===== src/rtl/tmnt_snd_pkg.sv =====
// Shared sound-block definitions: silence level, theme player FSM states, divider width.
package tmnt_snd_pkg;

    localparam int unsigned THEME_DIV_W = 5;
    localparam logic [7:0]  SND_SILENCE = 8'h80;

    typedef enum logic [1:0] {
        IDLE,
        WAIT,
        FETCH
    } theme_st_t;

endpackage


===== src/rtl/theme_tick_div.sv =====
// Divides the 640 kHz enable by 32 and fires a one-cycle sample tick on a chosen phase.
module theme_tick_div
    import tmnt_snd_pkg::*;
#(
    parameter int unsigned TICK_PHASE = 16
) (
    input  logic main_clk,
    input  logic reset,
    input  logic ce_640k,
    output logic tick_c
);

    logic [THEME_DIV_W-1:0] div;

    // Free-running phase counter, wraps 31 -> 0.
    always_ff @(posedge main_clk or posedge reset) begin
        if (reset) begin
            div <= '0;
        end else if (ce_640k) begin
            div <= div + THEME_DIV_W'(1);
        end
    end

    assign tick_c = ce_640k & (div == THEME_DIV_W'(TICK_PHASE));

endmodule


===== src/rtl/theme_player.sv =====
// Title-theme PCM player: fetches one ROM byte per 20 kHz tick and holds it as the output sample.
// Optional THEME_VOLUME_EN scales the sample around silence by vol/16.
module theme_player
    import tmnt_snd_pkg::*;
#(
    parameter int unsigned ADDR_W     = 18,
    parameter int unsigned TICK_PHASE = 16
) (
    input  logic              main_clk,
    input  logic              reset,
    input  logic              ce_640k,
    input  logic              hold,
    output logic [ADDR_W-1:0] rom_addr,
    output logic              rom_req,
    input  logic              rom_ack,
    input  logic [7:0]        rom_data,
    input  logic [3:0]        vol,
    output logic [7:0]        sample,
    output logic              sample_stb,
    output logic              busy,
    output logic              underrun
);

    localparam int unsigned AW1 = ADDR_W + 1;

    theme_st_t      state;
    logic [AW1-1:0] addr;
    logic [AW1-1:0] addr_inc_c;
    logic           tick_c;
    logic [7:0]     level_c;

    theme_tick_div #(
        .TICK_PHASE (TICK_PHASE)
    ) u_tick_div (
        .main_clk (main_clk),
        .reset    (reset),
        .ce_640k  (ce_640k),
        .tick_c   (tick_c)
    );

    // Top address bit doubles as the end-of-theme flag.
    assign rom_addr   = addr[ADDR_W-1:0];
    assign addr_inc_c = addr + AW1'(1);

`ifdef THEME_VOLUME_EN
    logic signed [12:0] centered_c;
    logic signed [12:0] scaled_c;

    always_comb begin
        centered_c = $signed({{5{~rom_data[7]}}, ~rom_data[7], rom_data[6:0]});
        scaled_c   = (centered_c * $signed({9'd0, vol})) >>> 4;
        level_c    = scaled_c[7:0] + SND_SILENCE;
    end
`else
    logic unused_vol;

    assign unused_vol = ^vol;
    assign level_c    = rom_data;
`endif

    always_ff @(posedge main_clk or posedge reset) begin
        if (reset) begin
            state      <= IDLE;
            addr       <= '0;
            rom_req    <= 1'b0;
            sample     <= SND_SILENCE;
            sample_stb <= 1'b0;
            busy       <= 1'b0;
            underrun   <= 1'b0;
        end else begin
            sample_stb <= 1'b0;
            if (hold) begin
                // Rewind and mute; an ack landing in this cycle is dropped.
                state    <= IDLE;
                addr     <= '0;
                rom_req  <= 1'b0;
                sample   <= SND_SILENCE;
                busy     <= 1'b0;
                underrun <= 1'b0;
            end else begin
                case (state)
                    IDLE: begin
                        sample <= SND_SILENCE;
                        busy   <= 1'b0;
                        if (!addr[ADDR_W]) begin
                            state <= WAIT;
                            busy  <= 1'b1;
                        end
                    end
                    WAIT: begin
                        if (tick_c) begin
                            state   <= FETCH;
                            rom_req <= 1'b1;
                        end
                    end
                    FETCH: begin
                        if (tick_c) begin
                            underrun <= 1'b1;
                        end
                        if (rom_ack) begin
                            rom_req    <= 1'b0;
                            sample     <= level_c;
                            sample_stb <= 1'b1;
                            addr       <= addr_inc_c;
                            state      <= addr_inc_c[ADDR_W] ? IDLE : WAIT;
                        end
                    end
                    default: state <= IDLE;
                endcase
            end
        end
    end

endmodule


===== config.mk =====
export PLATFORM = sky130hd
export DESIGN_NAME = theme_player
export DESIGN_NICKNAME = d
export VERILOG_FILES = /design/src/rtl/tmnt_snd_pkg.sv /design/src/rtl/theme_tick_div.sv /design/src/rtl/theme_player.sv
export SDC_FILE = /design/constraint.sdc
export NUM_CORES = 1
export LEC_CHECK = 0
export ABC_AREA = 1
export BUFFER_PORTS_ARGS = -buffer_cell sky130_fd_sc_hd__buf_2
export CORE_ASPECT_RATIO = 0.9
export CORE_MARGIN = 3
export CORE_UTILIZATION = 49
export DETAILED_ROUTE_END_ITERATION = 7
export PLACE_DENSITY = 0.76
export SETUP_SLACK_MARGIN = 0.2
export SLEW_MARGIN = 20
export SYNTH_ARGS = -nofsm -noshare
export SYNTH_HDL_FRONTEND = slang
export SYNTH_SLANG_ARGS = --single-unit
export TNS_END_PERCENT = 100

===== constraint.sdc =====
create_clock -name main_clk -period 1.2 [get_ports main_clk]
set_input_delay 0.24 -clock main_clk [delete_from_list [all_inputs] [get_ports main_clk]]
set_output_delay 0.24 -clock main_clk [all_outputs]
set_load 0.05 [all_outputs]

* Word level (Yosys, flattened, before mapping)
Index checks and enable logic that the tools add are counted.
** Storage, ports and cells
- Bits in registers :: 38
- Word-level logic and storage cells :: 53
- Output and inout port bits :: 30
- Bits of input ports :: 17
** Operators by class
- Muxes and demuxes :: 24
- Reduce and logical (&&, ||, !) cells :: 12
- $add $sub $neg :: 2
- Equal/unequal tests :: 6
- Bitwise gates (word level) :: 1
** Operators with widths (count)
- 19-bit 2-to-1 mux :: 3
- 19-bit by 1-bit adder with 19-bit output, second input constant :: 1
- 8-bit 2-to-1 mux :: 2
- 8-bit case mux with 2 select lines :: 1
- 1-bit 2-to-1 mux :: 12
- 3-bit != test, second input constant :: 3
- 2-bit 2-to-1 mux :: 4
- 2-bit nonzero test :: 4
- 2-bit case mux with 3 select lines :: 1
- 2-bit AND reduction :: 3
- 3-bit AND reduction :: 2
- 3-bit nonzero test :: 2
- 5-bit by 1-bit adder with 5-bit output, second input constant :: 1
- 5-bit == test, second input constant :: 1
- 2-bit by 1-bit == test with 1-bit output, second input constant :: 1
- 2-bit == test, second input constant :: 1
- 2-bit zero test :: 1
- 1-bit case mux with 2 select lines :: 1
- 1-bit bitwise AND :: 1

* Logic depth before layout (Yosys ltp)
Gate-level depths: netlist of the first run.
- Depth after elaboration :: 5
- Depth in mapped cells :: 11
- Depth with buffers taken out :: 11

* By module
Synthesis of the first run repeated with hierarchy kept, for this count alone.
** Unflattened totals
- Cell total of the unflattened synthesis :: 275
- Area, all modules :: 2138.3 µm²
** Modules (own cells, without submodules)
- theme_player :: instances 1, cells each 243, area each 1876.8 µm²
- theme_tick_div :: instances 1, cells each 32, area each 261.5 µm²

* Worst setup path after synthesis of the first run
Ideal clock, no wire load.
- Kind :: reg2reg
- Start point :: register addr[0]
- End point :: register addr[16]
- Path slack :: -0.129 ns
- Data arrival time :: 1.210 ns
- Data required time :: 1.082 ns
- Buffers on the path :: 0
- Clock period less this slack :: 1.329 ns
- Stages on the path, launching flop included :: 9
- Cell sequence :: dfrtp_1 ha_1 inv_1 nor2_1 nand2_1 nor2_2 nand3_1 xor2_1 nor2_1
** Between the ends
- Longest elaborated chain between the ends :: 4
** Ends and longest elaborated chain
- start, declared :: RTL line theme_player.sv:27 : logic [AW1-1:0] addr;
- start signal, assigned :: RTL line theme_player.sv:104 : addr <= addr_inc_c;
- 19-bit by 1-bit adder with 19-bit output :: RTL line theme_player.sv:43 : assign addr_inc_c = addr + AW1'(1);
- 19-bit 2-to-1 mux :: RTL line theme_player.sv:100 : if (rom_ack) begin
- 19-bit 2-to-1 mux :: RTL line theme_player.sv:81 : case (state)
- 19-bit 2-to-1 mux :: RTL line theme_player.sv:72 : if (hold) begin
Every way passes these cells. The select of a mux whose other input is x is not followed.
A chain may end at the register's enable or synchronous reset.

* Final worst setup path of the first run
- Start point :: register addr[0]
- End point :: register addr[15]
Same word-level chain as after synthesis.

==> run summary, run 1 <==
Sequential fraction of the synthesis area -> 45.22%
Hold Path Sink -> sample[0]$_DFFE_PP0P_
DPL Wire Length -> 3582 um
Most frequent cell after synthesis -> nand2_1
Global route overflow -> 0
Pwr dens -> 1290 nW/um^2
Wire length on met2 -> 4423 um
Gate count of the mapped netlist -> 270
Reg2Reg Setup Slack -> -0.42 ns
Fillcell total -> 144
Antenna violations before repair -> 0
Max IR drop VDD -> 0.001411 V
Min-Delay Path Depth -> 3
F_max -> 616.7 MHz
Drt first pass iters -> 5
Worst EP required -> 1.44 ns
Post-synthesis mux area share -> 0%
Clock-pin slew on the worst setup and hold paths -> 0.09 ns
TNS Setup -> -7.430 ns
Simple-Gate Fraction of Synth Area -> 28.88%
Die Area -> 5121 um^2
Slew Viols, Final -> 0
Top post-synthesis cells by count -> nand2_1 (52), nor2_1 (43), dfrtp_1 (37), inv_1 (32)
Compound-Gate Fraction of Synth Area -> 7.487%
Setup violators final -> 51
Warnings from Yosys -> 0
Syn Nets -> 290
Max_slew headroom -> 76.32%
Antenna-violating nets left -> 0
Xor/xnor cell area share of the yosys netlist -> 2.080%
Yosys reg bits -> 38
Layout Nets -> 394
Worst setup SP type -> flop
Main combinational cell family by area after synthesis -> simple AND/OR/NAND/NOR gates
Actual slew at the worst max-slew pin -> 0.3539 ns
Fin. Hold Viols -> 0
Initial Util -> 53.79%
Avg Cell Area, Syn -> 7.799 um^2
Antenna cells -> 0
Non-filler cells, final -> 421
Chip Height -> 68.19 um
Hold Path Class -> in2reg
Critical Path AT -> 1.86 ns
Cell depth of the worst flop-to-flop path -> 7
Failing checks -> negative setup slack
Drt drc -> 0
Crit-path max FO -> 3
RSZ-0062 raised after global routing -> true
Status -> finished with violations
Initial DRC Count -> 314
Highest metal used -> met4
Final GP Congestion -> 0.8368
Root Driver -> clkbuf_8
CP Capture Type -> flop
CTS tree -> built
Hold Crit Start -> rom_data[0]
Final Util -> 91.72%
WL per Instance -> 20.70 um
Drt total wl -> 8713 um
Worst r2r dst -> addr[15]$_DFFE_PP0P_
Cell taking the most area after synthesis -> dfrtp_1
Clock Sinks -> 38
Post-synthesis adder-cell area fraction -> 1.783%
Gr usage total -> 27.34%
Clock Skew -> 0.02190 ns
Minimum clock period -> 1.621 ns
CP Class -> reg2reg
M1 wire length -> 3033 um
Num rows -> 21
Vias in the first global route -> 2,278
Dpl ws -> -0.1370 ns
Distinct cells, synth -> 30
Core Footprint -> 3915 um^2
WL met3 -> 733 um
Tot Pwr -> 4.633 mW
H-tree levels -> 2
Asr flop ratio synth -> 100.0%
Top FF cell, synth -> dfrtp_1
Synth-to-Final Area Change -> 70.53%
Clock buffer depth -> 2
Via count -> 2,490
Placed cell count -> 380
Final setup margin -> -0.4215 ns
Period Utilization, post-route -> 135.1%
Fraction of layout cells with a size suffix above 1 -> 53.33%
Chip width -> 75.10 um
IO Count -> 47
Synth top area share -> 43.97%
Pleak -> 1.673 nW
Synth top area cells -> dfrtp_1 (44%), nand2_1 (9.3%), nor2_1 (7.7%)
Worst R2R Start -> addr[0]$_DFFE_PP0P_
First-pass GRT wire length -> 10,450 um
Max_cap viols -> 0
Clk_lat worst skew -> 0.31 ns
Post-synth EDFFs -> 0
CTS Buf Count -> 5
I/O Buffers -> 42
DR vias/cell -> 5.914
Largest net degree at the start of global routing -> 17
Post-Synthesis Cell Area -> 2106 um^2
## state kept, by name (all words and copies together) (netlist names)
name            cells
rom_req             1
sample_stb          1
busy                1
u_tick_div.div      5
addr               19
underrun            1
sample              8
state               2
## what timing repair did
item	in CTS	in global routing
pin swaps	16	19
cloned	1	0
endpoints found under the hold margin	10	0
setup endpoints to repair	65	67
hold buffers	1	0
gates resized for setup	137	52
setup buffers	17	14
## worst max path at each step
stage / depth (start not counted) / slack (ns) / end / start
after CTS: 8 / -0.15 / addr[16]$_DFFE_PP0P_ / addr[1]$_DFFE_PP0P_
after floorplan: 8 / -0.05 / addr[16]$_DFFE_PP0P_ / addr[1]$_DFFE_PP0P_
after global placement: 8 / -0.12 / addr[16]$_DFFE_PP0P_ / addr[1]$_DFFE_PP0P_
after global routing: 7 / -0.46 / addr[15]$_DFFE_PP0P_ / addr[1]$_DFFE_PP0P_
after detailed placement: 8 / -0.14 / addr[16]$_DFFE_PP0P_ / addr[1]$_DFFE_PP0P_
final: 7 / -0.42 / addr[15]$_DFFE_PP0P_ / addr[0]$_DFFE_PP0P_
## critical path, stage by stage, from the launching register on
cell and delay [ns]:
dfrtp_1 0.45, nand3_1 0.20, buf_4 0.20, nor3_2 0.21
nand3_1 0.16, nand2_1 0.12, nand4_1 0.12, nand2_1 0.09
## logic make-up (layout without fill, tap and decap cells)
logic type	Yosys count	count (layout)
buffers and inverters	58	162
adder cells (fa/ha/maj)	3	3
XOR/XNOR	5	5
AO/OA/AOI/OAI	29	30
AND/OR/NAND/NOR	137	137
flip-flops	38	38
## power breakdown
part | switching (mW) | internal, mW
logic | 1.12 | 0.976
clock network | 0.517 | 0.404
registers | 0.173 | 1.44
total | 1.81 | 2.82
## stage by stage
stage          area (um^2)  hold slack (ns)
6_report              3591           0.1743
5_1_grt               3591           0.1762
4_1_cts               3259           0.1501
3_5_place_dp          2581           0.2174
3_3_place_gp          2581           0.2108
2_1_floorplan         2140           0.2057
## layer usage
metal	global-route usage [%]	up-vias
met3	6.167	59
met1	31.04	1193
met4	10.44	0
li1	-	1058
met2	49.57	180
met5	0	-
## area by class of cell
class                           instances  area, um^2  area share (%)
Clock buffer                            6       72.57           2.021
Clock inverter                          2       10.01          0.2787
Inverter                               36       158.9           4.425
Multi-Input combinational cell        175        1201           33.45
Sequential cell                        38       952.2           26.52
Tap cell                               46       57.56           1.603
Timing Repair Buffer                  118        1139           31.71
## placed cells by master, fill, tap and decap left out, drive strengths merged, types with 2 or more instances in the layout
master	Yosys	routed
a21oi	9	10
buf	21	117
clkbuf	1	6
clkinv	0	3
dfrtp	37	37
ha	3	3
inv	36	34
nand2	55	55
nand3	19	19
nand4	8	8
nor2	47	47
nor3	6	6
o21ai	16	16
xnor2	2	2
xor2	3	3
(Power assumes the default switching activity.)
==> inputs of run 2 (changes only) <==
--- a/config.mk
+++ b/config.mk
@@ -12,7 +12,7 @@
 export CORE_UTILIZATION = 49
 export DETAILED_ROUTE_END_ITERATION = 7
 export PLACE_DENSITY = 0.76
-export SETUP_SLACK_MARGIN = 0.2
+export SETUP_SLACK_MARGIN = 0.02
 export SLEW_MARGIN = 20
 export SYNTH_ARGS = -nofsm -noshare
 export SYNTH_HDL_FRONTEND = slang
==> run 2 against run 1 <==
Critical endpoint is now state[0]$_DFFE_PP0P_. Critical path depth is 2 higher. Clock power decreased by 7.1%. The flow still finishes with violations (negative setup slack). Non-clock buffer count fell by 10. Critical path type unchanged. Highest routed layer unchanged. Core utilization is 5.5 points lower. Cell area down 6.0%. Die area unchanged.
==> run summary, run 2 (same netlist as run 1, synthesis figures left out) <==
IO Count -> 47 (unchanged)
Via count -> 2,272 (was 2,490)
CTS tree -> built (unchanged)
Vias in the first global route -> 1,977 (was 2,278)
Gr usage total -> 22.95% (was 27.34%)
Worst EP required -> 1.38 ns (was 1.44 ns)
Final GP Congestion -> 0.8628 (was 0.8368)
Hold Path Class -> in2reg (unchanged)
Internal cell power -> 2.445 mW (was 2.819 mW)
Clock-pin slew on the worst setup and hold paths -> 0.08 ns (was 0.09 ns)
Total net switching power -> 1.420 mW (was 1.814 mW)
H-tree levels -> 2 (unchanged)
Period Utilization, post-route -> 118.7% (was 135.1%)
Num rows -> 21 (unchanged)
Switching share of power -> 36.74% (was 39.16%)
CP Capture Type -> flop (unchanged)
Minimum clock period -> 1.424 ns (was 1.621 ns)
Part of the power in the clock network -> 22.1% (was 19.9%)
CP Class -> reg2reg (unchanged)
Fin. Hold Viols -> 0 (unchanged)
Pwr dens -> 1144 nW/um^2 (was 1290 nW/um^2)
Chip Height -> 68.19 um (unchanged)
DPL Wire Length -> 3513 um (was 3582 um)
Die Area -> 5121 um^2 (unchanged)
Clock Skew -> 0.01096 ns (was 0.02190 ns)
Commonest non-fill, non-tap cell in the layout -> buf_4 (was buf_6)
Status -> finished with violations (unchanged)
Failing checks -> negative setup slack (unchanged)
Actual slew at the worst max-slew pin -> 0.2597 ns (was 0.3539 ns)
Worst Hold Slack -> 0.1739 ns (was 0.1743 ns)
Synth-to-Final Area Change -> 60.37% (was 70.53%)
Seq pwr share -> 40.3% (was 34.8%)
Clock Sinks -> 38 (unchanged)
Root Driver -> clkbuf_8 (unchanged)
Antenna-violating nets left -> 0 (unchanged)
Most frequent cells in the layout -> buf_4 (46), nand2_1 (35), dfrtp_1 (35) (was buf_6 (48), buf_4 (43), nand2_1 (42))
Drt drc -> 0 (unchanged)
Post-Place Cell Area -> 2560 um^2 (was 2581 um^2)
Chip width -> 75.10 um (unchanged)
I/O Buffers -> 42 (unchanged)
Max IR drop VDD -> 0.001086 V (was 0.001411 V)
Design Area, Final -> 3377 um^2 (was 3591 um^2)
Core Footprint -> 3915 um^2 (unchanged)
Fraction of layout cells with a size suffix above 1 -> 52.47% (was 53.33%)
Initial DRC Count -> 298 (was 314)
Fillcell total -> 192 (was 144)
WL per Instance -> 17.27 um (was 20.70 um)
Initial Util -> 53.79% (unchanged)
CTS Buf Count -> 5 (unchanged)
Setup violators final -> 42 (was 51)
Multi-input logic area -> 1146 um^2 (was 1201 um^2)
Reg area -> 954.7 um^2 (was 952.2 um^2)
Clk_lat worst skew -> 0.30 ns (was 0.31 ns)
Drt total wl -> 7080 um (was 8713 um)
Max_slew headroom -> 82.80% (was 76.32%)
Antenna cells -> 0 (unchanged)
Top flop regs -> addr: 19 flops, sample: 8 flops, u_tick_div.div: 5 flops (unchanged)
Max reg flops -> 19 (unchanged)
Register bank with the most flops -> addr (unchanged)
Max_cap viols -> 0 (unchanged)
First-pass GRT wire length -> 8735 um (was 10,450 um)
Drt first pass iters -> 4 (was 5)
F_max -> 702.2 MHz (was 616.7 MHz)
Global route overflow -> 0 (unchanged)
Worst setup SP type -> flop (unchanged)
Largest net degree at the start of global routing -> 39 (was 17)
Pleak -> 1.596 nW (was 1.673 nW)
Comb power frac -> 37.6% (was 45.3%)
Layout Nets -> 384 (was 394)
Crit-path max FO -> 3 (unchanged)
DR vias/cell -> 5.541 (was 5.914)
Antenna violations before repair -> 0 (unchanged)
Slew Viols, Final -> 0 (unchanged)
Critical Path AT -> 1.61 ns (was 1.86 ns)
RSZ-0062 raised after global routing -> true (unchanged)
Clock buffer depth -> 2 (unchanged)
Final setup margin -> -0.2240 ns (was -0.4215 ns)
## run 2: layout make-up
type | count | area share [%]
well taps | 46 | 1.704
repair buffers | 108 | 29.38
clock buffers | 7 | 2.260
flip-flops and latches | 38 | 28.27
multi-input cells | 175 | 33.94
inverters | 36 | 4.446
## run 2: worst max-delay path, stage by stage, from the launching register on
cell and delay [ns]:
dfrtp_1 0.42, nand2_1 0.14, nor2_4 0.16, nand2_2 0.11, nor2_4 0.12, nand2_2 0.06, nand2_2 0.09, nand3_2 0.07
nand2_1 0.08, nand2_1 0.05
## run 2: worst paths after layout
check	startpoint	endpoint	cells past startpoint	slack, ns
max	addr[7]$_DFFE_PP0P_	state[0]$_DFFE_PP0P_	9	-0.22
min	rom_data[1]	sample[1]$_DFFE_PP0P_	3	0.17
max reg2reg	addr[7]$_DFFE_PP0P_	state[0]$_DFFE_PP0P_	9	-0.22
min reg2reg	u_tick_div.div[4]$_DFFE_PP0P_	u_tick_div.div[4]$_DFFE_PP0P_	1	0.49
max in group asynchronous	reset	sample[7]$_DFFE_PP1P_	4	0.40
min in group asynchronous	reset	addr[6]$_DFFE_PP0P_	4	0.53
## run 2: per-stage QoR
step / total power [mW] / setup TNS [ns] / instances / utilization [%] / setup WS, ns
global placement: 2.604 / -1.101 / 379 / 65.39 / -0.1206
detailed placement: 2.627 / -1.714 / 379 / 65.39 / -0.1650
finish: 3.865 / -3.098 / 410 / 86.26 / -0.2240
CTS: 3.567 / -1.177 / 400 / 77.40 / -0.1313
floorplan: 2.255 / -0.3451 / 270 / - / -0.05950
global route: 4.034 / -5.538 / 410 / 86.26 / -0.2706
## run 2: per-layer routing
| layer | vias up | GRT usage (%) | share of wire, % |
|---|---|---|---|
| met5 | - | 0 | 0 |
| met4 | 0 | 8.444 | 3.9 |
| met3 | 29 | 5.140 | 6.3 |
| met2 | 106 | 38.91 | 52 |
| met1 | 1111 | 28.49 | 38 |
| li1 | 1026 | - | - |
## run 2: timing repair
action                                 CTS  global route
hold buffers                             1             0
pin swaps                               12            21
setup endpoints to repair               45            55
buffers inserted                        12            12
gates resized for setup                 87            84
endpoints found under the hold margin   37             0
gates cloned                             1             0
## run 2: power by group through the flow
stage	Clock, mW	Combinational (mW)	Sequential, mW
6_report	0.856	1.45	1.56
3_5_place_dp	0	1.06	1.57
5_1_grt	0.923	1.54	1.57
4_1_cts	0.853	1.16	1.55
2_1_floorplan	0	0.540	1.71
3_3_place_gp	0	1.04	1.57
